### src/rtl/cpu_control_pkg.sv
// cpu_control_pkg: shared opcode, ALU, condition-code and control-bundle definitions
package cpu_control_pkg;
  typedef enum logic [3:0] {
    OP_NOP, OP_ADD, OP_SUB, OP_AND, OP_OR, OP_XOR, OP_ADDI, OP_SUBI,
    OP_CMP, OP_MOVI, OP_LDR, OP_STR, OP_B, OP_BEQ, OP_BNE, OP_BLT
  } opcode_t;
  localparam logic [2:0] ALU_ADD = 3'b000;
  localparam logic [2:0] ALU_SUB = 3'b001;
  localparam logic [2:0] ALU_AND = 3'b010;
  localparam logic [2:0] ALU_OR = 3'b011;
  localparam logic [2:0] ALU_XOR = 3'b100;
  localparam logic [2:0] ALU_PASSB = 3'b111;
  typedef enum logic [1:0] {COND_ALWAYS, COND_EQ, COND_NE, COND_LT} cond_t;
  typedef struct packed {
    logic pc_sel;
    logic obtain_pc;
    logic write_en;
    logic write_mem;
    logic result_sel;
    logic data2_sel;
    logic [2:0] alu;
    logic branch;
    cond_t cond;
    logic set_flags;
  } ctrl_t;
endpackage

### src/rtl/flags_register.sv
// flags_register: architectural NZVC register with set-enable and branch condition evaluator
module flags_register
  import cpu_control_pkg::*;
(
  input  logic       clock,
  input  logic       reset,
  input  logic       set_en,
  input  logic [3:0] flags_in,
  input  cond_t      cond,
  output logic [3:0] flags_q,
  output logic       cond_pass
);
  logic [3:0] flags_d;
  // next flags: capture the ALU flags only when the instruction in Execute sets them
  always_comb begin
    flags_d = set_en ? flags_in : flags_q;
    cond_pass = cond == COND_ALWAYS ? 1'b1 :
                cond == COND_EQ     ? flags_q[2] :
                cond == COND_NE     ? !flags_q[2] :
                                      flags_q[3] ^ flags_q[1];
  end
  // flags state register
  always_ff @(posedge clock) begin
    if (reset) flags_q <= '0;
    else flags_q <= flags_d;
  end
endmodule

### src/rtl/branch_control_unit.sv
// branch_control_unit: decode-stage control, D->E branch state, flags and branch resolution
module branch_control_unit
  import cpu_control_pkg::*;
#(
  parameter int OPCODEWIDTH = 4,
  parameter int ALUCTRLWIDTH = 3
) (
  input  logic                    clock,
  input  logic                    reset,
  input  logic [OPCODEWIDTH-1:0]  opcodeD,
  input  logic                    flushE,
  input  logic                    N,
  input  logic                    Z,
  input  logic                    V,
  input  logic                    C,
  output logic                    PCSelectorFD,
  output logic                    obtainPCAsR1DD,
  output logic                    writeEnableDD,
  output logic                    writeDataEnableMD,
  output logic                    resultSelectorWBD,
  output logic                    data2SelectorED,
  output logic [ALUCTRLWIDTH-1:0] aluControlED,
  output logic                    takeBranchE,
  output logic [3:0]              flagsQ
);
  ctrl_t ctrl;
  logic branch_e_d, branch_e_q, set_flags_e_d, set_flags_e_q, cond_pass;
  cond_t cond_e_d, cond_e_q;
  // opcode decoder; all-zero NOP is the default so a flushed slot is a bubble
  always_comb begin
    ctrl = '0;
    case (opcode_t'(opcodeD))
      OP_ADD, OP_SUB, OP_AND, OP_OR, OP_XOR: begin
        ctrl.write_en = 1'b1;
        ctrl.set_flags = 1'b1;
        ctrl.alu = opcodeD[2:0] - 3'd1;
      end
      OP_ADDI, OP_SUBI: begin
        ctrl.write_en = 1'b1;
        ctrl.data2_sel = 1'b1;
        ctrl.set_flags = 1'b1;
        ctrl.alu = opcodeD[0] ? ALU_SUB : ALU_ADD;
      end
      OP_CMP: begin
        ctrl.alu = ALU_SUB;
        ctrl.set_flags = 1'b1;
      end
      OP_MOVI: begin
        ctrl.write_en = 1'b1;
        ctrl.data2_sel = 1'b1;
        ctrl.alu = ALU_PASSB;
      end
      OP_LDR: begin
        ctrl.write_en = 1'b1;
        ctrl.data2_sel = 1'b1;
        ctrl.result_sel = 1'b1;
      end
      OP_STR: begin
        ctrl.write_mem = 1'b1;
        ctrl.data2_sel = 1'b1;
      end
      OP_B, OP_BEQ, OP_BNE, OP_BLT: begin
        ctrl.pc_sel = 1'b1;
        ctrl.obtain_pc = 1'b1;
        ctrl.data2_sel = 1'b1;
        ctrl.branch = 1'b1;
        ctrl.cond = cond_t'(opcodeD[1:0]);
      end
      default: ;
    endcase
  end
  // D->E next state: a flush loads a bubble, mirroring the CPU pipeline register
  always_comb begin
    branch_e_d = flushE ? 1'b0 : ctrl.branch;
    cond_e_d = flushE ? COND_ALWAYS : ctrl.cond;
    set_flags_e_d = flushE ? 1'b0 : ctrl.set_flags;
  end
  // D->E state register, loaded every edge
  always_ff @(posedge clock) begin
    if (reset) begin
      branch_e_q <= 1'b0;
      cond_e_q <= COND_ALWAYS;
      set_flags_e_q <= 1'b0;
    end else begin
      branch_e_q <= branch_e_d;
      cond_e_q <= cond_e_d;
      set_flags_e_q <= set_flags_e_d;
    end
  end
  flags_register u_flags (
    .clock(clock),
    .reset(reset),
    .set_en(set_flags_e_q),
    .flags_in({N, Z, V, C}),
    .cond(cond_e_q),
    .flags_q(flagsQ),
    .cond_pass(cond_pass)
  );
  assign PCSelectorFD = ctrl.pc_sel;
  assign obtainPCAsR1DD = ctrl.obtain_pc;
  assign writeEnableDD = ctrl.write_en;
  assign writeDataEnableMD = ctrl.write_mem;
  assign resultSelectorWBD = ctrl.result_sel;
  assign data2SelectorED = ctrl.data2_sel;
  assign aluControlED = ctrl.alu;
  assign takeBranchE = branch_e_q & cond_pass;
endmodule
### config.mk
export PLATFORM = sky130hd
export DESIGN_NAME = branch_control_unit
export DESIGN_NICKNAME = d
export VERILOG_FILES = /design/src/rtl/cpu_control_pkg.sv /design/src/rtl/flags_register.sv /design/src/rtl/branch_control_unit.sv
export SDC_FILE = /design/constraint.sdc
export NUM_CORES = 1
export LEC_CHECK = 0
export BUFFER_PORTS_ARGS = -buffer_cell sky130_fd_sc_hd__buf_2
export CORE_MARGIN = 4
export CORE_UTILIZATION = 40
export DETAILED_ROUTE_END_ITERATION = 6
export PLACE_DENSITY = 0.71
export SYNTH_ARGS = -nofsm -noshare
export SYNTH_HDL_FRONTEND = slang
export SYNTH_SLANG_ARGS = --single-unit
### constraint.sdc
create_clock -name clock -period 1.7 [get_ports clock]
set_input_delay 0.17 -clock clock [delete_from_list [all_inputs] [get_ports clock]]
set_output_delay 0.17 -clock clock [all_outputs]
set_load 0.01 [all_outputs]
## Word-level counts from Yosys, hierarchy flattened

Cells that the tools add are included.

| storage, ports and cells | value |
|---|---|
| bits in registers | 8 |
| logic and storage cells | 47 |
| bits of input ports | 11 |
| output and inout bits | 14 |

| operators by class | value |
|---|---|
| reductions and logical operators | 10 |
| bitwise gates (word level) | 3 |
| eq/ne operators | 17 |
| multiplexer cells | 12 |
| add/sub/neg operators | 1 |

Operator list:

| kind | count |
|---|---|
| == test 4 bit (second input constant) | 8 |
| OR reduction 9 bit | 2 |
| == test 4 x 3 -> 1 bit (second input constant) | 4 |
| case mux 3 bit (4 select lines) | 1 |
| 2-to-1 mux 1 bit | 9 |
| == test 4 x 2 -> 1 bit (second input constant) | 2 |
| OR reduction 8 bit | 1 |
| OR reduction 5 bit | 1 |
| == test 4 x 1 -> 1 bit (second input constant) | 1 |
| OR reduction 2 bit | 2 |
| OR reduction 4 bit | 1 |
| 2-to-1 mux 3 bit | 1 |
| OR reduction 3 bit | 1 |
| subtractor 3 x 1 -> 3 bit (second input constant) | 1 |
| == test 2 x 1 -> 1 bit (second input constant) | 1 |
| == test 2 bit (second input constant) | 1 |
| logical NOT 2 bit | 1 |
| 2-to-1 mux 2 bit | 1 |
| AND 1 bit | 1 |
| logical NOT 1 bit | 1 |
| inverter 1 bit | 1 |
| bitwise XOR 1 bit | 1 |

## Logic depth before layout (Yosys ltp)

Gate-level depths: netlist (run 1).

| depth | value |
|---|---|
| depth in word-level cells | 5 |
| depth in mapped cells | 7 |
| depth with buffers taken out | 5 |

## Cells and area by module

A second synthesis (run 1) with hierarchy kept.

| second synthesis, totals | value |
|---|---|
| cell total of the unflattened synthesis | 72 |
| area, all modules | 616.8 um2 |

By module, submodules not included:

| module | times used | sequential area each (um2) | cells each | area each (um2) |
|---|---|---|---|---|
| branch_control_unit | 1 | 80.1 | 56 | 449.2 |
| flags_register | 1 | 80.1 | 16 | 167.7 |

## Worst setup path after synthesis (run 1)

OpenSTA, ideal clock, no wires.

| timing | value |
|---|---|
| path type | input -> output |
| start point | input port opcodeD[1] |
| end point | output port obtainPCAsR1DD |
| arrival time | 1.133 ns |
| slack | 0.397 ns |
| cell stages on the path | 6 |
| cells stage by stage | inv_1 -> ha_1 -> buf_6 -> nor4_2 -> nor2_1 -> buf_4 |

| on the way | value |
|---|---|
| longest elaborated chain between the ends | 3 |
| elaborated cells between the ends (all ways) | 6 |

RTL lines:

| item | RTL line | text |
|---|---|---|
| start, declared | branch_control_unit.sv:10 | `input logic [OPCODEWIDTH-1:0] opcodeD,` |
| == test 4 bit | branch_control_unit.sv:32 | `case (opcode_t'(opcodeD))` |
| OR reduction 4 bit * | - |  |
| 2-to-1 mux 2 bit * | branch_control_unit.sv:32 |  |
| end, declared | branch_control_unit.sv:17 | `output logic obtainPCAsR1DD,` |

Every way passes the cells marked *; elsewhere a longest branch is shown, timed or not.

## Worst setup path after layout (run 1)

| timing | value |
|---|---|
| start point | input port opcodeD[0] |
| end point | output port data2SelectorED |

| on the way | value |
|---|---|
| longest elaborated chain between the ends | 3 |
| elaborated cells between the ends (all ways) | 11 |

RTL lines:

| item | RTL line | text |
|---|---|---|
| == test 4 bit / == test 4 x 3 -> 1 bit (equally long branches) | branch_control_unit.sv:32 |  |
| OR reduction 9 bit (no line) * | - |  |
| 2-to-1 mux 1 bit * | branch_control_unit.sv:32 |  |
| end, declared | branch_control_unit.sv:21 | `output logic data2SelectorED,` |

Marked as above.

==> metrics, run 1 <==
outcome finished, final reports clean; Fin Setup TNS 0 ns; worst min path class in2reg; Levels on crit path 6; R2R cell count 2; worst reg2reg path endpoint u_flags.flags_q[3]$_SDFFE_PP0P_; final WL 1299 um; Critical Path Sink data2SelectorED; WP data arrival 1.35 ns; RR Startpoint set_flags_e_q$_SDFF_PP0_; CTS-repair resized insts 0; CTS Buf Count 3; synthesized area per cell 8.570 sq um; overall power 476.4 uW; sequential element share of the synthesized area 25.60%; layout cell share with drive strength beyond 1 35.48%; cts-stage hold buffer count 0; main combinational cell family by area after synthesis simple AND/OR/NAND/NOR gates; dpl ws 0.1816 ns; Post-DP Area 715.7 sq um; most common cell after layout, fill and taps aside buf_2; Gate Count Post-Synth 73; switching share of total power between 20% and 30%; xor/xnor share of the synthesized area under 10%; Max stage delay on crit path 0.40 ns; first-pass GRT wire length 2001 um; routability cong. 0.7889; IO Port Bufs 24; P_leak around 0.00036 uW; antenna violations before repair 0; Vias 561; minimum clock period 1.516 ns; Netlist cell types 34; Setup violations, final 0; P_int 333.8 uW; synthesis-to-layout area growth 18.00%; Synth Net Count 89; post-detail-place hpwl around 1000 um; Comb pwr share a little over a quarter; hold violation total from the final report 0; kind of critical path in2out; largest fanout on the critical path 7; type of origin of the critical path input port; post-synthesis simple-gate area fraction between 20% and 30%; worst-margin pin slew 0.2950 ns; CTS tree yes; Avg WL per Cell 11.92 um; FF/Latch Area 160.2 sq um; clock root cell clkbuf_4; Die Area 0.002261 sq mm; fmax 659.5 MHz; fin area 738.2 sq um; Remaining DRCs 0; fill cell count 141; total global-route track usage 12.40%; worst-skew pair later-pin latency 0.25 ns; Site Rows 14; register share of total power 41.7%; Setup WS post-layout 0.1836 ns; vias in the first global route ~490; Final Cycle Share 89.20%; GRT overflow 0; YS warnings 0; vias per cell 5.147; Crit. End Element output pin; commonest cells after routing, fill and taps aside buf_2, nor2_1, dfxtp_1; Synth Area in Adders between 10% and 20%; clock slew seen by the registers of the worst setup and hold paths approximately 0.060 ns; WP buf/inv 3; Critical path origin opcodeD[0]; Die Span X 47.55 um; unrepaired setup endpoints after global routing false; Ports 25; area leader, netlist dfxtp_1; sw power 142.6 uW; Die Ht 47.55 um; Reg2Reg Setup Slack 0.86 ns; Synth Area in Compound Gates 19.80%; crit-path cells buf_2, inv_1, ha_1, or3_4, o2bb2ai_1, buf_2; Multi-input gate area 392.9 sq um; Required @ worst endpoint 1.53 ns; Area contributors post-synth dfxtp_1, ha_1, mux2i_1, buf_4, nor2_1; Antenna Nets Post-Route 0; area of the mapped netlist 625.6 sq um; Slew headroom 80.17%; Critical Path Most Common Cell buf_2; htree depth 1; DR iter-0 viols 17; worst vdd ir 0.3371 mV; mux contribution to synthesized area 9.600%; clock power share a little under a third; core area 0.001489 sq mm; share of the synthesized area in the top cell type 25.60%; CTS sink cnt 8; Final Max Tran Viols 0; # Post-CTS Setup Buffers 0; clock skew 0.002582 ns; PD cells 645.3 mW/mm^2; CTS max path bufs 2; max-cap viol count 0; Final #Nets approximately 110; Slowest-stage cell, CP or3_4; Initial Util around 42%; # diodes 0; flops & latches, synth 8; critical path's top delay family simple AND/OR/NAND/NOR gates; largest net degree at the start of global routing 16; DR pass1 iterations 4
how the worst min path moves through the flow:
stage / slack (ns) / startpoint / end / cells after the start
2_1_floorplan: 0.24 / reset / u_flags.flags_q[0]$_SDFFE_PP0P_ / 1
3_3_place_gp: 0.37 / flushE / set_flags_e_q$_SDFF_PP0_ / 2
3_5_place_dp: 0.37 / flushE / set_flags_e_q$_SDFF_PP0_ / 2
4_1_cts: 0.11 / flushE / set_flags_e_q$_SDFF_PP0_ / 2
5_1_grt: 0.12 / flushE / set_flags_e_q$_SDFF_PP0_ / 2
6_report: 0.11 / flushE / set_flags_e_q$_SDFF_PP0_ / 2
per-layer routing:
layer | up-vias | global-route usage [%] | routed length [um]
met5 | - | 0 | 0
met3 | 0 | 4.887 | 145
li1 | 293 | - | -
met1 | 247 | 14.70 | 567
met4 | 0 | 3.226 | 0
met2 | 21 | 20.86 | 586
per-stage QoR:
step / instances / utilization [%] / hold WS (ns)
CTS: 109 / 49.58 / 0.1052
detailed placement: 106 / 48.07 / 0.3726
global route: 109 / 49.58 / 0.1158
floorplan: 73 / - / 0.2424
global placement: 106 / 48.07 / 0.3749
finish: 109 / 49.58 / 0.1098
kinds of logic (layout without fill, tap and decap cells):
| family | after synthesis | count (layout) |
|---|---|---|
| DFF | 8 | 8 |
| buffers and inverters | 12 | 32 |
| AOI/OAI and AO/OA | 17 | 17 |
| and+or+nand+nor | 23 | 23 |
| adders and majority gates | 5 | 5 |
| muxes | 6 | 6 |
| xor gates and xnor gates | 2 | 2 |
sequential cells by signal (all words and copies together), names as in the netlist:
register and cells:
branch_e_q 1, cond_e_q 2, set_flags_e_q 1, u_flags.flags_q 4
synth_stat cells:
master,number
or3_4,1
o2bb2ai_1,1
and3_1,2
buf_6,1
o211ai_1,1
nor4_2,2
buf_4,5
inv_2,1
a21oi_1,2
nand2_1,2
xnor2_1,1
nand3_1,1
a22oi_2,1
nand2b_1,1
clkbuf_1,1
a211oi_1,1
a21o_1,1
o311a_1,1
xor2_1,1
a31oi_1,1
nor2_1,10
nor3_1,1
buf_2,1
inv_1,3
dfxtp_1,8
o21a_1,1
mux2i_1,6
o22ai_1,1
o22a_1,1
ha_1,5
and2_1,3
o21ai_0,3
o21bai_1,1
a22o_1,1
power by group through the flow:
stage / Sequential (uW) / Combinational [uW] / Clock (uW)
floorplan: 202 / 97.5 / 0
global placement: 202 / 128 / 0
detailed placement: 203 / 129 / 0
CTS: 199 / 130 / 153
global route: 199 / 144 / 166
finish: 198 / 129 / 149
layout make-up:
type	count	share of cell area (%)
multi-input combinational	53	53.22
sequential	8	21.69
timing repair buffer	25	17.29
clock buffer	3	3.051
tap	16	2.712
inverter	4	2.034
Power figures use the tool's default switching activity.
==> run 2: changes to the inputs <==
--- a/config.mk
+++ b/config.mk
@@ -5,6 +5,7 @@
 export SDC_FILE = /design/constraint.sdc
 export NUM_CORES = 1
 export LEC_CHECK = 0
+export ABC_AREA = 1
 export BUFFER_PORTS_ARGS = -buffer_cell sky130_fd_sc_hd__buf_2
 export CORE_MARGIN = 4
 export CORE_UTILIZATION = 40
==> metrics, run 2 <==
Slew headroom 84.41% (was 80.17%); Avg WL per Cell 9.667 um (was 11.92 um); clock slew seen by the registers of the worst setup and hold paths 0.05 ns (was 0.06 ns); worst vdd ir 0.2665 mV (was 0.3371 mV); Crit. End Element output pin (unchanged); area of the mapped netlist 609.3 sq um (was 625.6 sq um); Slowest-stage cell, CP ha_1 (was or3_4); Antenna Nets Post-Route 0 (unchanged); Area contributors post-synth dfxtp_1, nand2_1, nor2_1, ha_1, inv_1 (was dfxtp_1, ha_1, mux2i_1, buf_4, nor2_1); unrepaired setup endpoints after global routing false (unchanged); DR pass1 iterations 4 (unchanged); Remaining DRCs 0 (unchanged); FF/Latch Area 160.2 sq um (unchanged); worst min path class in2reg (unchanged); clock root cell clkbuf_4 (unchanged); clock skew 0.006215 ns (was 0.002582 ns); Die Area 0.002212 sq mm (was 0.002261 sq mm); CTS sink cnt 8 (unchanged); overall power 465.6 uW (was 476.4 uW); cts-stage hold buffer count 0 (unchanged); most common cell after layout, fill and taps aside buf_2 (unchanged); Setup violations, final 0 (unchanged); hold violation total from the final report 0 (unchanged); Multi-input gate area 347.8 sq um (was 392.9 sq um); Final Cycle Share 90.84% (was 89.20%); Die Span X 47.03 um (was 47.55 um); CTS tree yes (unchanged); Die Ht 47.03 um (was 47.55 um); fill cell count 141 (unchanged); CTS-repair resized insts 0 (unchanged); CTS max path bufs 2 (unchanged); IO Port Bufs 24 (unchanged); met2 Use GR 19.51% (was 20.86%); Netlist cell types 20 (was 34); P_leak 0.0004427 uW (was 0.0003573 uW); first-pass GRT wire length 1814 um (was 2001 um); synthesis-to-layout area growth 19.71% (was 18.00%); # diodes 0 (unchanged); GRT met3 Usage 3.065% (was 4.887%); worst-skew pair later-pin latency 0.25 ns (about the same); Critical Path Most Common Cell nand2_1 (was buf_2); crit-path cells buf_2, inv_1, ha_1, nor2_1, nand2_1, nand2_1, nand2_1, nand2_1, nand3_1, buf_2 (was buf_2, inv_1, ha_1, or3_4, o2bb2ai_1, buf_2); core area 0.001366 sq mm (was 0.001489 sq mm); YS warnings 0 (unchanged); final WL 1276 um (was 1299 um); top-count cell post-synth nand2_1 (was nor2_1); Synth async-reset ratio 0% (unchanged); routability cong. 0.9459 (was 0.7889); area leader, netlist dfxtp_1 (unchanged); Final Max Tran Viols 0 (unchanged); commonest cells after routing, fill and taps aside buf_2, nand2_1, nor2_1 (was buf_2, nor2_1, dfxtp_1); Most Crowded Layer GR met2 (unchanged); Post-synth EDFFs 0 (unchanged); CTS Buf Count 3 (unchanged); outcome finished, final reports clean (unchanged); post-detail-place hpwl 1064 um (was 1023 um); Vias 619 (was 561); PD cells 638.4 mW/mm^2 (was 645.3 mW/mm^2); Ports 25 (unchanged); ys flop type dfxtp_1 (unchanged); Fin Setup TNS 0 ns (unchanged); synthesized area per cell 6.414 sq um (was 8.570 sq um); minimum clock period 1.544 ns (was 1.516 ns); total global-route track usage 11.94% (was 12.40%); Top Registers u_flags.flags_q x4, cond_e_q x2 (unchanged); antenna violations before repair 0 (unchanged); Site Rows 13 (was 14); share of the synthesized area in the top cell type 26.28% (was 25.60%); max reg flops 4 (unchanged); Final #Nets 135 (was 111); fmax 647.5 MHz (was 659.5 MHz); kind of critical path in2out (unchanged); worst-margin pin slew 0.2329 ns (was 0.2950 ns); met1 GRT Util 12.76% (was 14.70%); Synth Net Count 111 (was 89); vias in the first global route 482 (was 485); GRT overflow 0 (unchanged); largest register by flop count u_flags.flags_q (unchanged); DR iter-0 viols 9 (was 17); Max stage delay on crit path 0.26 ns (was 0.40 ns); sequential element share of the synthesized area 26.28% (was 25.60%); type of origin of the critical path input port (unchanged); Required @ worst endpoint 1.53 ns (about the same); flops & latches, synth 8 (unchanged); largest fanout on the critical path 5 (was 7); htree depth 1 (unchanged); layout cell share with drive strength beyond 1 32.48% (was 35.48%); Gate Count Post-Synth 95 (was 73); vias per cell 4.689 (was 5.147); most common library cells after synthesis nand2_1, nor2_1, inv_1 (was nor2_1, dfxtp_1, mux2i_1); Initial Util 44.60% (was 42.02%); max-cap viol count 0 (unchanged); WP data arrival 1.37 ns (was 1.35 ns); # Post-CTS Setup Buffers 0 (unchanged); largest net degree at the start of global routing 8 (was 16)
==> run 2: cell types whose count changed in the layout (fill, tap and decap cells not counted), moves of 2 or more <==
| cell | before | now |
|---|---|---|
| nand3_1 | 1 | 6 |
| inv_1 | 3 | 11 |
| o21ai_0 | 3 | 5 |
| nor2_2 | 0 | 2 |
| nand4_1 | 0 | 2 |
| a21oi_2 | 0 | 2 |
| nand2_1 | 2 | 20 |
| inv_2 | 1 | 5 |
| mux2i_1 | 6 | 0 |
| and2_1 | 3 | 0 |
| nor2_1 | 10 | 17 |
| nor4_2 | 2 | 0 |
==> run 2: worst max-delay path, delay by kind of cell <==
family                     cells  cell delay (ns)
and+or+nand+nor                6             0.58
buffers and inverters          3             0.34
adders and majority gates      1             0.26
==> run 2: kinds of logic (layout without fill, tap and decap cells) <==
kind of cell,count (synthesis),count (layout),synth area share [%]
AO/OA/AOI/OAI,10,10,9.855
AND/OR/NAND/NOR,50,50,35.52
buffers and inverters,21,43,16.63
adder cells (fa/ha/maj),5,5,10.27
flip-flops,8,8,26.28
XOR/XNOR,1,1,1.438
==> run 2: routing by layer <==
layer,part of all wire (%),wire length [um],vias to the layer above
met5,0,0,-
met4,2.4,31,0
met3,7.0,89,4
met2,49,628,21
met1,41,525,261
li1,-,-,333
==> run 2: final timing paths <==
check	startpoint	end	slack (ns)	cells past startpoint
setup / recovery	opcodeD[0]	aluControlED[0]	0.16	10
hold / removal	V	u_flags.flags_q[1]$_SDFFE_PP0P_	0.14	3
setup reg to reg	set_flags_e_q$_SDFF_PP0_	u_flags.flags_q[3]$_SDFFE_PP0P_	0.99	3
hold reg to reg	u_flags.flags_q[0]$_SDFFE_PP0P_	u_flags.flags_q[0]$_SDFFE_PP0P_	0.50	2
==> run 2: final cells by class <==
class	instances	share of cell area [%]
clock buffers	3	3.087
inverters	16	8.233
repair buffers	24	16.47
flip-flops and latches	8	21.96
multi-input cells	66	47.68
well taps	15	2.573
==> run 2: stage by stage <==
step | hold WS [ns] | worst slack (ns) | util [%] | instance area, sq um | instances
final | 0.1438 | 0.1557 | 53.39 | 729.5 | 132
after detailed placement | 0.4024 | 0.1613 | 51.74 | 706.9 | 129
after global routing | 0.1509 | 0.03609 | 53.39 | 729.5 | 132
after floorplan | 0.3049 | 0.4239 | - | 609.3 | 95
after global placement | 0.3905 | 0.2315 | 51.74 | 706.9 | 129
after CTS | 0.1368 | 0.1606 | 53.39 | 729.5 | 132
==> run 2: power breakdown <==
group | total, uW | switching (uW) | internal, uW | leakage, uW
clock | 139 | 58.4 | 80.4 | 0.0000138
sequential | 203 | 6.44 | 196 | 0.0000651
combinational | 124 | 75.5 | 48.9 | 0.000364
total | 466 | 140 | 325 | 0.000443
